File: src/rtl/cache_responder.sv
// Direct-mapped, write-through, no-write-allocate cache serving the multicycle core's data port.
// One word per line; misses and all stores go to backing memory over a req/ack handshake.
//
// state  | meaning
// IDLE   | waiting for a core request (write wins if both enables are low)
// LOOKUP | tag compare on the latched address; hit reads finish here
// FILL   | read miss outstanding, waiting for mem_ack to load the line
// WRITE  | store outstanding to backing memory, waiting for mem_ack
module cache_responder #(
  parameter int ADDR_W     = 12,
  parameter int DATA_W     = 32,
  parameter int INDEX_BITS = 4
) (
  input  logic              clk,
  input  logic              rst_n,
  input  logic [ADDR_W-1:0] address,
  input  logic [DATA_W-1:0] data,
  input  logic              r_en,
  input  logic              w_en,
  output logic              stall,
  output logic [DATA_W-1:0] saida_cache,
  output logic              mem_req,
  output logic              mem_we,
  output logic [ADDR_W-1:0] mem_addr,
  output logic [DATA_W-1:0] mem_wdata,
  input  logic [DATA_W-1:0] mem_rdata,
  input  logic              mem_ack,
  output logic [15:0]       hit_count,
  output logic [15:0]       miss_count
);

  localparam int LINES = 1 << INDEX_BITS;
  localparam int TAG_W = ADDR_W - INDEX_BITS;

  typedef enum logic [1:0] {IDLE, LOOKUP, FILL, WRITE} state_t;

  state_t            state;
  logic [ADDR_W-1:0] req_addr;
  logic [DATA_W-1:0] req_data;
  logic              req_write;
  logic [LINES-1:0]  valid;
  logic [TAG_W-1:0]  tag_arr  [LINES];
  logic [DATA_W-1:0] data_arr [LINES];

  logic [INDEX_BITS-1:0] idx;
  logic [TAG_W-1:0]      req_tag;
  logic                  hit;
  logic                  line_we;
  logic [DATA_W-1:0]     line_wdata;

  // Everything past IDLE works from the latched request; the core's address mux moves on.
  assign idx        = req_addr[INDEX_BITS-1:0];
  assign req_tag    = req_addr[ADDR_W-1:INDEX_BITS];
  assign hit        = valid[idx] && (tag_arr[idx] == req_tag);
  assign line_we    = ((state == LOOKUP) && req_write && hit) || ((state == FILL) && mem_ack);
  assign line_wdata = (state == FILL) ? mem_rdata : req_data;

  // Line storage carries no reset; the valid bits alone decide whether a line means anything.
  always_ff @(posedge clk) begin
    if (line_we) begin
      data_arr[idx] <= line_wdata;
      if (state == FILL) tag_arr[idx] <= req_tag;
    end
  end

  always_ff @(posedge clk or negedge rst_n) begin
    if (!rst_n) begin
      state       <= IDLE;
      valid       <= '0;
      req_addr    <= '0;
      req_data    <= '0;
      req_write   <= 1'b0;
      stall       <= 1'b0;
      saida_cache <= '0;
      mem_req     <= 1'b0;
      mem_we      <= 1'b0;
      mem_addr    <= '0;
      mem_wdata   <= '0;
      hit_count   <= '0;
      miss_count  <= '0;
    end else begin
      case (state)
        IDLE: begin
          if (!w_en || !r_en) begin
            req_addr  <= address;
            req_data  <= data;
            req_write <= !w_en;
            stall     <= 1'b1;
            state     <= LOOKUP;
          end
        end
        LOOKUP: begin
          if (req_write) begin
            mem_req   <= 1'b1;
            mem_we    <= 1'b1;
            mem_addr  <= req_addr;
            mem_wdata <= req_data;
            state     <= WRITE;
          end else if (hit) begin
            saida_cache <= data_arr[idx];
            stall       <= 1'b0;
            if (hit_count != 16'hFFFF) hit_count <= hit_count + 16'd1;
            state       <= IDLE;
          end else begin
            mem_req  <= 1'b1;
            mem_we   <= 1'b0;
            mem_addr <= req_addr;
            if (miss_count != 16'hFFFF) miss_count <= miss_count + 16'd1;
            state    <= FILL;
          end
        end
        FILL: begin
          if (mem_ack) begin
            valid[idx]  <= 1'b1;
            saida_cache <= mem_rdata;
            mem_req     <= 1'b0;
            stall       <= 1'b0;
            state       <= IDLE;
          end
        end
        WRITE: begin
          if (mem_ack) begin
            mem_req <= 1'b0;
            mem_we  <= 1'b0;
            stall   <= 1'b0;
            state   <= IDLE;
          end
        end
        default: state <= IDLE;
      endcase
    end
  end

endmodule
File: config.mk
export PLATFORM = sky130hd
export DESIGN_NAME = cache_responder
export DESIGN_NICKNAME = d
export VERILOG_FILES = /design/src/rtl/cache_responder.sv
export SDC_FILE = /design/constraint.sdc
export NUM_CORES = 1
export LEC_CHECK = 0
export CELL_PAD_IN_SITES_DETAIL_PLACEMENT = 1
export CELL_PAD_IN_SITES_GLOBAL_PLACEMENT = 1
export CORE_MARGIN = 5
export CORE_UTILIZATION = 40
export DETAILED_ROUTE_END_ITERATION = 10
export PLACE_DENSITY = 0.75
export SLEW_MARGIN = 20
export SYNTH_ARGS = -nofsm -noshare
export SYNTH_HDL_FRONTEND = slang
export SYNTH_SLANG_ARGS = --single-unit
File: constraint.sdc
create_clock -name clk -period 7.78 [get_ports clk]
set_input_delay 0.778 -clock clk [delete_from_list [all_inputs] [get_ports clk]]
set_output_delay 0.778 -clock clk [all_outputs]
set_load 0.01 [all_outputs]
# Yosys cells after proc, flatten, opt, wreduce, memory -nomap -nowiden
# Memories as Yosys holds them, arrays and structs flattened.
# Cells that the tools add are included.
[totals]
register_bits = 174
mem_bits_rw = 640
inputBits = 81
out_inout_bits = 111
mem_count = 2
[op_classes]
add_sub_neg = 2
n_lt_le_gt_ge = 2
eq_ne = 14
mux = 32
n_bitwise = 3
reduce_logical = 25
[mem_list]
columns = ["name", "depth", "width", "rd", "rd_ports_with_merged_regs", "wr", "line", "source"]
rows = [
  ["data_arr", 16, 32, 1, 0, 1, "43", "logic [DATA_W-1:0] data_arr [LINES];"],
  ["tag_arr", 16, 8, 1, 0, 1, "42", "logic [TAG_W-1:0] tag_arr [LINES];"],
]
[ops]
columns = ["op", "count"]
rows = [
  ["two-way mux 32 bit", 4],
  ["one-hot mux 32 bit (2 select lines)", 1],
  ["adder 16 x 1 -> 16 bit, second input constant", 2],
  ["inequality test 16 bit, second input constant", 2],
  ["two-way mux 12 bit", 2],
  ["OR 16 bit", 1],
  ["AND reduction 4 bit", 4],
  ["two-way mux 1 bit", 15],
  ["inequality test 2 bit, second input constant", 6],
  ["AND reduction 2 bit", 5],
  ["equality test 8 bit", 1],
  ["two-way mux 2 bit", 4],
  ["one-hot mux 2 bit (3 select lines)", 1],
  ["AND reduction 3 bit", 2],
  ["nonzero test 2 bit", 3],
  ["logical AND 1 bit", 5],
  ["less-than comparator 4 x 5 -> 1 bit, second input constant", 1],
  ["binary-select mux 1 bit (select 4 bit)", 1],
  ["demux 1 bit (select 4 bit)", 1],
  ["equality test 2 bit, second input constant", 2],
  ["greater-or-equal comparator 4 x 1 -> 1 bit, second input constant", 1],
  ["one-hot mux 1 bit (2 select lines)", 2],
  ["inequality test 3 bit, second input constant", 1],
  ["one-hot mux 1 bit (3 select lines)", 1],
  ["7 further kinds", 10],
]

# Longest topological paths before layout
# Gate-level depths: netlist (run 1).
[logic_depth]
ltp_word = 7
ltp_mapped = 12
mapped_depth_nobuf = 9

# Worst setup path before layout (run 1)
# No wires, ideal clock.
[synth_path]
kind = "register -> register"
from = "register req_addr[2]"
to = "memory data_arr[0][0], enable pin"
setup_ns = 0.502
t_arrival_ns = 5.548
setup_slack_ns = 1.730
path_stages_with_launch = 11
path_buffers = 2
period_less_slack_ns = 6.050
path_cell_list = "dfrtp_1 -> buf_2 -> buf_1 -> mux4_2 -> o22ai_1 -> o22ai_1 -> xnor2_1 -> o211ai_1 -> nor3_4 -> a31oi_1 -> nor4_1"
[synth_via]
elab_chain_len = 7
elab_cells_between_ends = 9
cone_classes = "eq/ne (1); mux (4); reduce/logical (3); memory (1)"
[synth_lines]
columns = ["item", "line", "source"]
rows = [
  ["start: declaration", "38", "logic [ADDR_W-1:0] req_addr;"],
  ["start signal: assignment", "85", "req_addr <= address;"],
  ["memory read (16 x 8 bit) or binary-select mux 1 bit (select 4 bit) (tied branches)", "n/a", ""],
  ["equality test 8 bit or two-way mux 1 bit (tied branches)", "54", "assign hit = valid[idx] && (tag_arr[idx] == req_tag);"],
  ["logical AND 1 bit", "54", ""],
  ["logical AND 1 bit", "55", "assign line_we = ((state == LOOKUP) && req_write && hit) || ((state == FILL) && mem_ack);"],
  ["logical OR 1 bit", "55", ""],
  ["two-way mux 1 bit", "60", "if (line_we) begin"],
  ["two-way mux 1 bit (implied by the code)", "61", "data_arr[idx] <= line_wdata;"],
  ["end: declaration", "43", ""],
]
# Parallel ways exist; a longest one is shown, timed or not. The select of a mux whose other input is x is not followed.

# Worst setup path after layout (run 1)
[layout_path]
from = "register req_addr[3]"
to = "memory data_arr[3][16], enable pin"
# The elaborated chain is that of the path after synthesis.

==> results.yml, run 1 <==
power_and_ir_drop:
  p_per_area_mw_per_mm2: 401
  power.share.combinational_pct: 31.5
  switchingPower_mw: 4.98
  p_int_mw: 10.4
  power.share.clock_pct: 26.6
  vdd_drop_max_uv: 216
  power.static_leakage_nw: 12.9
  p_sw_share_pct: 32.5
  seqPwrFrac_pct: 41.9
clock_tree:
  post_cts_buffers: 0
  cts.clk_slew.worst_paths_ns: 0.06
  insertion_delay_ns: 0.65
  cts_buffer_depth: 3
  cts_tree: "done"
  cts_sinks: 814
  cts_buffers: 86
  cts_resized: 0
  root_buffer: "clkbuf_16"
  holdBufCountCts: 0
  htreeDepth: 3
sta:
  relSlewSlack_pct: 26.1
  fin_worst_skew_ns: 0.0357
  grt_setup_unrepaired: "no"
  post-route-period-util_pct: 67.8
  hold_viol: 0
  fin_setup_tns_ns: 0
  drv_slew: 0
  fmax_mhz: 189
  whs_ns: 0.237
  setup-violations-final: 0
  tightest_slew_ns: 1.11
  final.min_clock_period_ns: 5.28
hold_path:
  min-delay-path-class: "in2async"
drt:
  wl_per_cell_um: 26.7
  drtPass1Iterations: 5
  wl_um: 80400
  antenna_left: 0
  post-route-drc-count: 0
  avgViaCountPerCell: 5.59
  drt_iter0_drc: 1392
  vias: 16839
place:
  dp_cells: 2854
  portBuffers: 191
  gp_congestion: 0.783
  dp_hpwl_um: 48600
  placed_cell_area_mm2: 0.0354
worst_setup_path:
  endpoint_kind: "flop"
  critPathLaunchType: "flop"
  max_stage_delay_ns: 0.98
  worstPathRequired_ns: 8.07
  reg2reg_from: "req_addr[3]$_DFFE_PN0P_"
  crit_start: "req_addr[3]$_DFFE_PN0P_"
  cpMostUsedCell: "buf_4"
  arrival_ns: 5.57
  crit_fanout: 68
  worstPathCellList: "buf_4 -> mux4_2 -> mux2_2 -> nand2_1 -> o22ai_1 -> o2111ai_1 -> nor3_4 -> buf_4 -> a31oi_2 -> buf_4 -> nor3_2 -> buf_4"
  crit_path_top_delay_cell: "dfrtp_4"
  crit_type: "reg2reg"
floorplan:
  rows: 104
  pin_count: 192
  dieHeight_um: 293
  core_mm2: 0.0802
  floorplan.die.width_um: 293
  die_area_mm2: 0.0861
  start_util_pct: 40.1
yosys:
  synth_area_mm2: 0.0321
  ys_ff_latch: 814
  synth_fp_nets: 1741
  synth_cell_type_count: 46
  syn_avg_cell_area_um2: 19.4
  netlist_instances: 1658
  seq_area_frac_synth_pct: 73.4
  ys_warn_count: 0
cells_and_area:
  n_fill_cell: 7418
  final_common_cell: "edfxtp_1"
  num-nets-final: 1965
  final_cells: 3015
  final_area_mm2: 0.0383
  drive_gt1_share_pct: 27.6
  final_cell_mix: "640 x edfxtp_1, 190 x clkdlybuf4s50_1, 171 x dfrtp_1"
  diodes: 0
  area_delta_synth_final_pct: 19.2
flow_run:
  maxCapViolCount: 0
global_route:
  grt_max_degree: 102
  grt_pass1_vias: 18315
  groute.usage.overall_pct: 18.6
  grt_pass1_wl_um: 121000
  antenna_found_initial: 5
  grt-ovfl-total: 0
outcome:
  status: "finished, final reports clean"
## cells in the mapped netlist, drive strengths merged
| cell | n | area, um2 |
|---|---|---|
| edfxtp | 640 | 19200 |
| mux2 | 203 | 2290 |
| dfrtp | 174 | 4350 |
| mux4 | 154 | 3470 |
| nor2 | 58 | 218 |
| clkbuf | 53 | 199 |
| o22ai | 44 | 275 |
| buf | 38 | 171 |
| nor2b | 34 | 213 |
| a211oi | 32 | 240 |
| nand2 | 31 | 116 |
| xnor2 | 23 | 201 |
| and3 | 19 | 119 |
| nor3 | 19 | 106 |
| or2 | 19 | 119 |
| xor2 | 15 | 131 |
| mux2i | 14 | 140 |
| nand2b | 12 | 75.1 |
| nand3 | 11 | 55.1 |
| inv | 9 | 33.8 |
| nand4 | 8 | 50.1 |
| nor4 | 8 | 50.1 |
| o21ai | 7 | 35.0 |
| a21oi | 4 | 27.5 |
| o21a | 4 | 30.0 |
| nor3b | 3 | 22.5 |
| a21o | 2 | 15.0 |
| a31oi | 2 | 12.5 |
| and2 | 2 | 12.5 |
| ha | 2 | 25.0 |
| nor4b | 2 | 17.5 |
| o31a | 2 | 17.5 |
| or3 | 2 | 12.5 |
| or4 | 2 | 15.0 |
| a221oi | 1 | 8.76 |
| a22o | 1 | 8.76 |
| a311o | 1 | 10.0 |
| nor4bb | 1 | 10.0 |
| o2111ai | 1 | 8.76 |
| o211ai | 1 | 7.51 |
## sequential cells by signal, indices dropped and copies added, names as in the netlist, 16 cells and up
| register | flops |
|---|---|
| tag_arr | 128 |
| saida_cache | 32 |
| data_arr | 512 |
| mem_wdata | 32 |
| req_data | 32 |
| hit_count | 16 |
| miss_count | 16 |
| valid | 16 |
## path summary, 6_finish.rpt
check / to / slack (ns) / cells past startpoint
worst max-delay path: data_arr[3][16]$_DFFE_PP_ / 2.50 / 12
worst min-delay path: mem_addr[11]$_DFFE_PN0P_ / 0.24 / 1
worst max register to register: data_arr[3][16]$_DFFE_PP_ / 2.50 / 12
worst min register to register: valid[13]$_DFFE_PN0P_ / 0.47 / 1
max in group asynchronous: mem_wdata[16]$_DFFE_PN0P_ / 6.27 / 2
min in group clk: valid[13]$_DFFE_PN0P_ / 0.47 / 1
## worst max-delay path: cells and delay by family, from the launching register on
family | cells | cell delay, ns
DFF | 1 | 0.98
muxes | 2 | 0.49
and+or+nand+nor | 3 | 0.97
AOI/OAI and AO/OA | 3 | 0.54
buffers and inverters | 4 | 1.83
## area by class of cell
type,count,area [um2],share of cell area (%)
clock buffer,111,2360,6.16
clock inverter,50,500,1.31
inverter,9,33.8,0.0882
multi-input combinational,744,8300,21.7
sequential,814,23600,61.6
tap,1060,1330,3.46
timing repair buffer,227,2190,5.73
## stage by stage
stage	worst slack, ns	util, %	total power [mW]
after detailed placement	2.55	44.2	11.4
after global routing	2.25	47.8	16.1
after CTS	2.50	47.8	15.5
final	2.50	47.8	15.3
after floorplan	1.73	-	9.34
after global placement	2.73	44.2	11.1
## power by group through the flow
stage               Clock, mW  Sequential [mW]  Combinational [mW]
finish                   4.08             6.43                4.83
global route             4.39             6.51                5.17
CTS                      4.17             6.44                4.90
detailed placement          0             6.52                4.85
global placement            0             6.47                4.67
floorplan                   0             6.31                3.04
## cell families (layout without fill, tap and decap cells)
| group | after synthesis | in the layout | synth area share, % |
|---|---|---|---|
| AND/OR/NAND/NOR | 231 | 231 | 3.77 |
| adder cells (fa/ha/maj) | 2 | 2 | 0.0779 |
| XOR/XNOR | 38 | 38 | 1.04 |
| flip-flops | 814 | 814 | 73.4 |
| AO/OA/AOI/OAI | 102 | 102 | 2.17 |
| multiplexers | 371 | 371 | 18.3 |
| buffers and inverters | 100 | 397 | 1.26 |
## layer usage
metal | track usage [%] | vias to the layer above | share of wire, %
met3 | 4.04 | 98 | 7.9
li1 | - | 7083 | -
met5 | 0 | - | 0.026
met2 | 30.3 | 647 | 49
met4 | 4.35 | 4 | 1.6
met1 | 25.9 | 9007 | 42
No activity file was read; power rests on OpenSTA's default activity.
==> inputs of run 2 (changes only) <==
Clock period 7.78 ns to 5 ns, I/O delays scaled along.
==> results.yml, run 2 (synthesis gave the netlist of run 1 again) <==
outcome:
  status: "finished, final reports clean"
worst_setup_path:
  ff2ff_path_depth: 9
  cp_top_family: "multiplexers"
  worstPathCellList: "mux4_2 -> mux4_2 -> xnor2_1 -> o211ai_1 -> nor3_4 -> buf_4 -> a21oi_4 -> buf_4 -> mux2_1"
  rr_endpoint: "saida_cache[18]$_DFFE_PN0P_"
  crit_fanout: 43
  crit_path_top_delay_cell: "dfrtp_4"
  cp_num_buf_inv: 2
  critPathLaunchType: "flop"
  endpoint_kind: "flop"
  arrival_ns: 4.94
  worstPathRequired_ns: 5.49
  crit_type: "reg2reg"
  rrSetupSlack_ns: 0.55
  reg2reg_from: "req_addr[1]$_DFFE_PN0P_"
  max_stage_delay_ns: 0.89
hold_path:
  timing.hold.worst_endpoint: "req_addr[0]$_DFFE_PN0P_"
  min-delay-start: "address[0]"
  min-delay-path-class: "in2reg"
  hold_depth: 3
cells_and_area:
  area_delta_synth_final_pct: 19.7
  n_fill_cell: 7424
  multi_input_area_mm2: 0.00837
  largest_reg_flops: 512
  final_core_util_pct: 48.0
  final_cells: 3022
  regMostFlops: "data_arr"
  largest_registers: "data_arr x512, tag_arr x128"
  drive_gt1_share_pct: 28.5
  final_cell_mix: "640 x edfxtp_1, 190 x clkdlybuf4s50_1, 170 x dfrtp_1"
  register_area_mm2: 0.0236
  final_area_mm2: 0.0385
  diodes: 0
  final_common_cell: "edfxtp_1"
  num-nets-final: 1973
sta:
  final.min_clock_period_ns: 4.45
  fin_worst_skew_ns: 0.0270
  whs_ns: 0.420
  hold_viol: 0
  setup-violations-final: 0
  post-route-period-util_pct: 88.9
  fmax_mhz: 225
  fin_setup_tns_ns: 0
  drv_slew: 0
  relSlewSlack_pct: 23.2
  worst_slack_ns: 0.554
  grt_setup_unrepaired: "no"
  tightest_slew_ns: 1.15
clock_tree:
  cts_buffer_depth: 3
  htreeDepth: 3
  holdBufCountCts: 1
  cts_sinks: 814
  root_buffer: "clkbuf_16"
  cts.clk_slew.worst_paths_ns: 0.06
  post_cts_buffers: 0
  cts_resized: 0
  insertion_delay_ns: 0.64
  cts_tree: "done"
  cts_buffers: 86
flow_run:
  maxCapViolCount: 0
drt:
  antenna_left: 0
  vias: 16577
  drt_iter0_drc: 1161
  drtPass1Iterations: 5
  wl_um: 78300
  avgViaCountPerCell: 5.49
  wl_per_cell_um: 25.9
  post-route-drc-count: 0
place:
  dp_cells: 2860
  placed_cell_area_mm2: 0.0356
  dp_hpwl_um: 47300
  gp_congestion: 0.785
  portBuffers: 191
  dp_worst_setup_slack_ns: 0.519
power_and_ir_drop:
  power.static_leakage_nw: 13.1
  p_total_mw: 23.6
  vdd_drop_max_uv: 310
  p_per_area_mw_per_mm2: 614
floorplan:
  core_mm2: 0.0802
  dieHeight_um: 293
  floorplan.die.width_um: 293
  die_area_mm2: 0.0861
  pin_count: 192
  rows: 104
  start_util_pct: 40.1
global_route:
  grt_pass1_wl_um: 118000
  grt_max_degree: 97
  grt-ovfl-total: 0
  groute.usage.overall_pct: 18.0
  grt_pass1_vias: 18347
  antenna_found_initial: 3
-- run 2: changes by cell type in the layout (fill, tap and decap cells not counted), moves of 5 or more --
cell      change
nor3_2        -8
nor2_1        -5
nor3_4        +8
nor2_2        +5
clkinv_2      +6
-- run 2: final cells by class --
class,count,area share [%]
tap,1060,3.45
multi-input combinational,744,21.8
timing repair buffer,235,6.03
sequential,814,61.3
clock buffer,108,6.02
clock inverter,52,1.38
inverter,9,0.0878
-- run 2: per-layer routing --
| layer | GRT usage (%) | vias up | part of all wire, % |
|---|---|---|---|
| met3 | 2.91 | 107 | 5.5 |
| met4 | 4.63 | 2 | 2.1 |
| met2 | 30.7 | 496 | 51 |
| li1 | - | 7106 | - |
| met5 | 0 | - | 0.015 |
| met1 | 24.5 | 8866 | 42 |
-- run 2: how the worst max path moves through the flow --
| stage | startpoint | endpoint | slack, ns | depth (start not counted) |
|---|---|---|---|---|
| global route | req_addr[1]$_DFFE_PN0P_ | saida_cache[18]$_DFFE_PN0P_ | 0.38 | 9 |
| CTS | req_addr[2]$_DFFE_PN0P_ | saida_cache[18]$_DFFE_PN0P_ | 0.48 | 10 |
| detailed placement | req_addr[1]$_DFFE_PN0P_ | saida_cache[18]$_DFFE_PN0P_ | 0.52 | 9 |
| floorplan | req_addr[2]$_DFFE_PN0P_ | data_arr[0][0]$_DFFE_PP_ | -1.05 | 10 |
| finish | req_addr[1]$_DFFE_PN0P_ | saida_cache[18]$_DFFE_PN0P_ | 0.55 | 9 |
| global placement | req_addr[2]$_DFFE_PN0P_ | saida_cache[27]$_DFFE_PN0P_ | 0.65 | 10 |
-- run 2: tightest hold or removal path, stage by stage --
cell and delay [ns]:
clkdlybuf4s50_1 0.40, nand2_1 0.05, o21ai_0 0.06
-- run 2: power breakdown --
group          leakage, nW  switching [mW]  total, mW  internal [mW]
Clock                 1.41            2.66       6.39           3.73
Combinational         3.78            3.85       7.23           3.38
Sequential            7.87           0.894       10.0           9.13
==> inputs of run 3 (changes only) <==
Settings changed: CTS_BUF_LIST set to sky130_fd_sc_hd__clkbuf_16.
Clock period 5 ns to 4.3 ns, I/O delays scaled along.
==> results.yml, run 3 (synthesis gave the netlist of run 1 again) <==
floorplan:
  rows: 104
  dieHeight_um: 293
  pin_count: 192
  start_util_pct: 40.1
  floorplan.die.width_um: 293
  die_area_mm2: 0.0861
  core_mm2: 0.0802
sta:
  drv_slew: 0
  fin_worst_skew_ns: 0.0398
  final.min_clock_period_ns: 4.09
  setup-violations-final: 0
  relSlewSlack_pct: 24.5
  grt_setup_unrepaired: "no"
  tightest_slew_ns: 1.13
  fmax_mhz: 244
  hold_viol: 0
  post-route-period-util_pct: 95.2
place:
  dp_hpwl_um: 49700
  portBuffers: 191
  gp_congestion: 0.781
clock_tree:
  root_buffer: "clkbuf_16"
  holdBufCountCts: 1
  post_cts_buffers: 0
  cts_resized: 0
  cts_buffers: 86
  cts_buffer_depth: 3
  cts_tree: "done"
  insertion_delay_ns: 0.66
  cts_sinks: 814
  htreeDepth: 3
  cts.clk_slew.worst_paths_ns: 0.06
power_and_ir_drop:
  p_total_mw: 27.6
  power.static_leakage_nw: 13.3
  p_per_area_mw_per_mm2: 714
  vdd_drop_max_uv: 489
worst_setup_path:
  max_stage_delay_ns: 0.83
  cp_top_family: "multiplexers"
  reg2reg_from: "req_addr[3]$_DFFE_PN0P_"
  crit_type: "reg2reg"
  cp_num_buf_inv: 2
  critPathLaunchType: "flop"
  crit_fanout: 46
  worstPathRequired_ns: 4.60
  rrSetupSlack_ns: 0.21
  endpoint_kind: "flop"
  crit_path_top_delay_cell: "dfrtp_4"
  cpMostUsedCell: "mux4_2"
  worstPathCellList: "mux4_2 -> mux4_2 -> xnor2_1 -> o211ai_1 -> nor3_4 -> a31oi_4 -> buf_4 -> nor3_2 -> buf_12"
  arrival_ns: 4.40
  crit_start: "req_addr[3]$_DFFE_PN0P_"
drt:
  drt_iter0_drc: 1271
  wl_um: 81200
  wl_per_cell_um: 26.6
  antenna_left: 0
  post-route-drc-count: 0
  drtPass1Iterations: 5
  avgViaCountPerCell: 5.52
  vias: 16861
cells_and_area:
  multi_input_area_mm2: 0.00839
  num-nets-final: 2001
  final_common_cell: "edfxtp_1"
  largest_reg_flops: 512
  final_core_util_pct: 48.3
  largest_registers: "data_arr x512, tag_arr x128"
  drive_gt1_share_pct: 28.2
  n_fill_cell: 7428
  area_delta_synth_final_pct: 20.4
  final_cell_mix: "640 x edfxtp_1, 190 x clkdlybuf4s50_1, 171 x dfrtp_1"
  register_area_mm2: 0.0236
  regMostFlops: "data_arr"
global_route:
  grt_pass1_wl_um: 123000
  groute.usage.overall_pct: 18.8
  grt_pass1_vias: 18641
  grt-ovfl-total: 0
  grt_max_degree: 139
  antenna_found_initial: 5
hold_path:
  min-delay-path-class: "in2reg"
  min-delay-start: "address[0]"
outcome:
  status: "finished, final reports clean"
flow_run:
  maxCapViolCount: 0
==> run 3: tightest hold or removal path: stages <==
cell and delay, ns:
clkdlybuf4s50_1 0.42, nand2_1 0.06, o21ai_0 0.07
==> run 3: worst paths after layout <==
path,endpoint,cells after the start
setup / recovery,data_arr[2][23]$_DFFE_PP_,9
hold / removal,req_addr[0]$_DFFE_PN0P_,3
max in group asynchronous,req_addr[1]$_DFFE_PN0P_,3
min in group asynchronous,mem_wdata[27]$_DFFE_PN0P_,2
hold reg to reg,valid[9]$_DFFE_PN0P_,1
setup reg to reg,data_arr[2][23]$_DFFE_PP_,9
==> run 3: layout make-up <==
cell class	instances	area share, %
sequential	814	60.9
multi-input combinational	744	21.7
timing repair buffer	263	6.61
clock buffer	86	5.56
tap	1060	3.43
clock inverter	74	1.69
inverter	9	0.0873
antenna	2	0.0129
==> run 3: metrics by stage <==
step | hold slack [ns] | std cells | TNS (ns) | instance area (um2) | setup WS, ns
5_1_grt | 0.377 | 3050 | 0 | 38700 | 0.0351
2_1_floorplan | 0.134 | 1658 | -118.23 | 32300 | -0.905
4_1_cts | 0.352 | 3050 | 0 | 38700 | 0.133
6_report | 0.381 | 3052 | 0 | 38700 | 0.207
3_3_place_gp | 0.447 | 2889 | 0 | 35900 | 0.208
3_5_place_dp | 0.452 | 2889 | 0 | 35900 | 0.199
==> run 3: where the power goes <==
part / internal (mW) / switching (mW)
sequential: 10.6 / 0.944
clock: 4.17 / 3.13
combinational: 4.02 / 4.73
==> run 3: routing by layer <==
layer | track usage [%] | wire length, um
met1 | 25.8 | 33400
met2 | 30.8 | 40000
met3 | 4.08 | 6100
met4 | 4.94 | 1750
met5 | 0 | 14
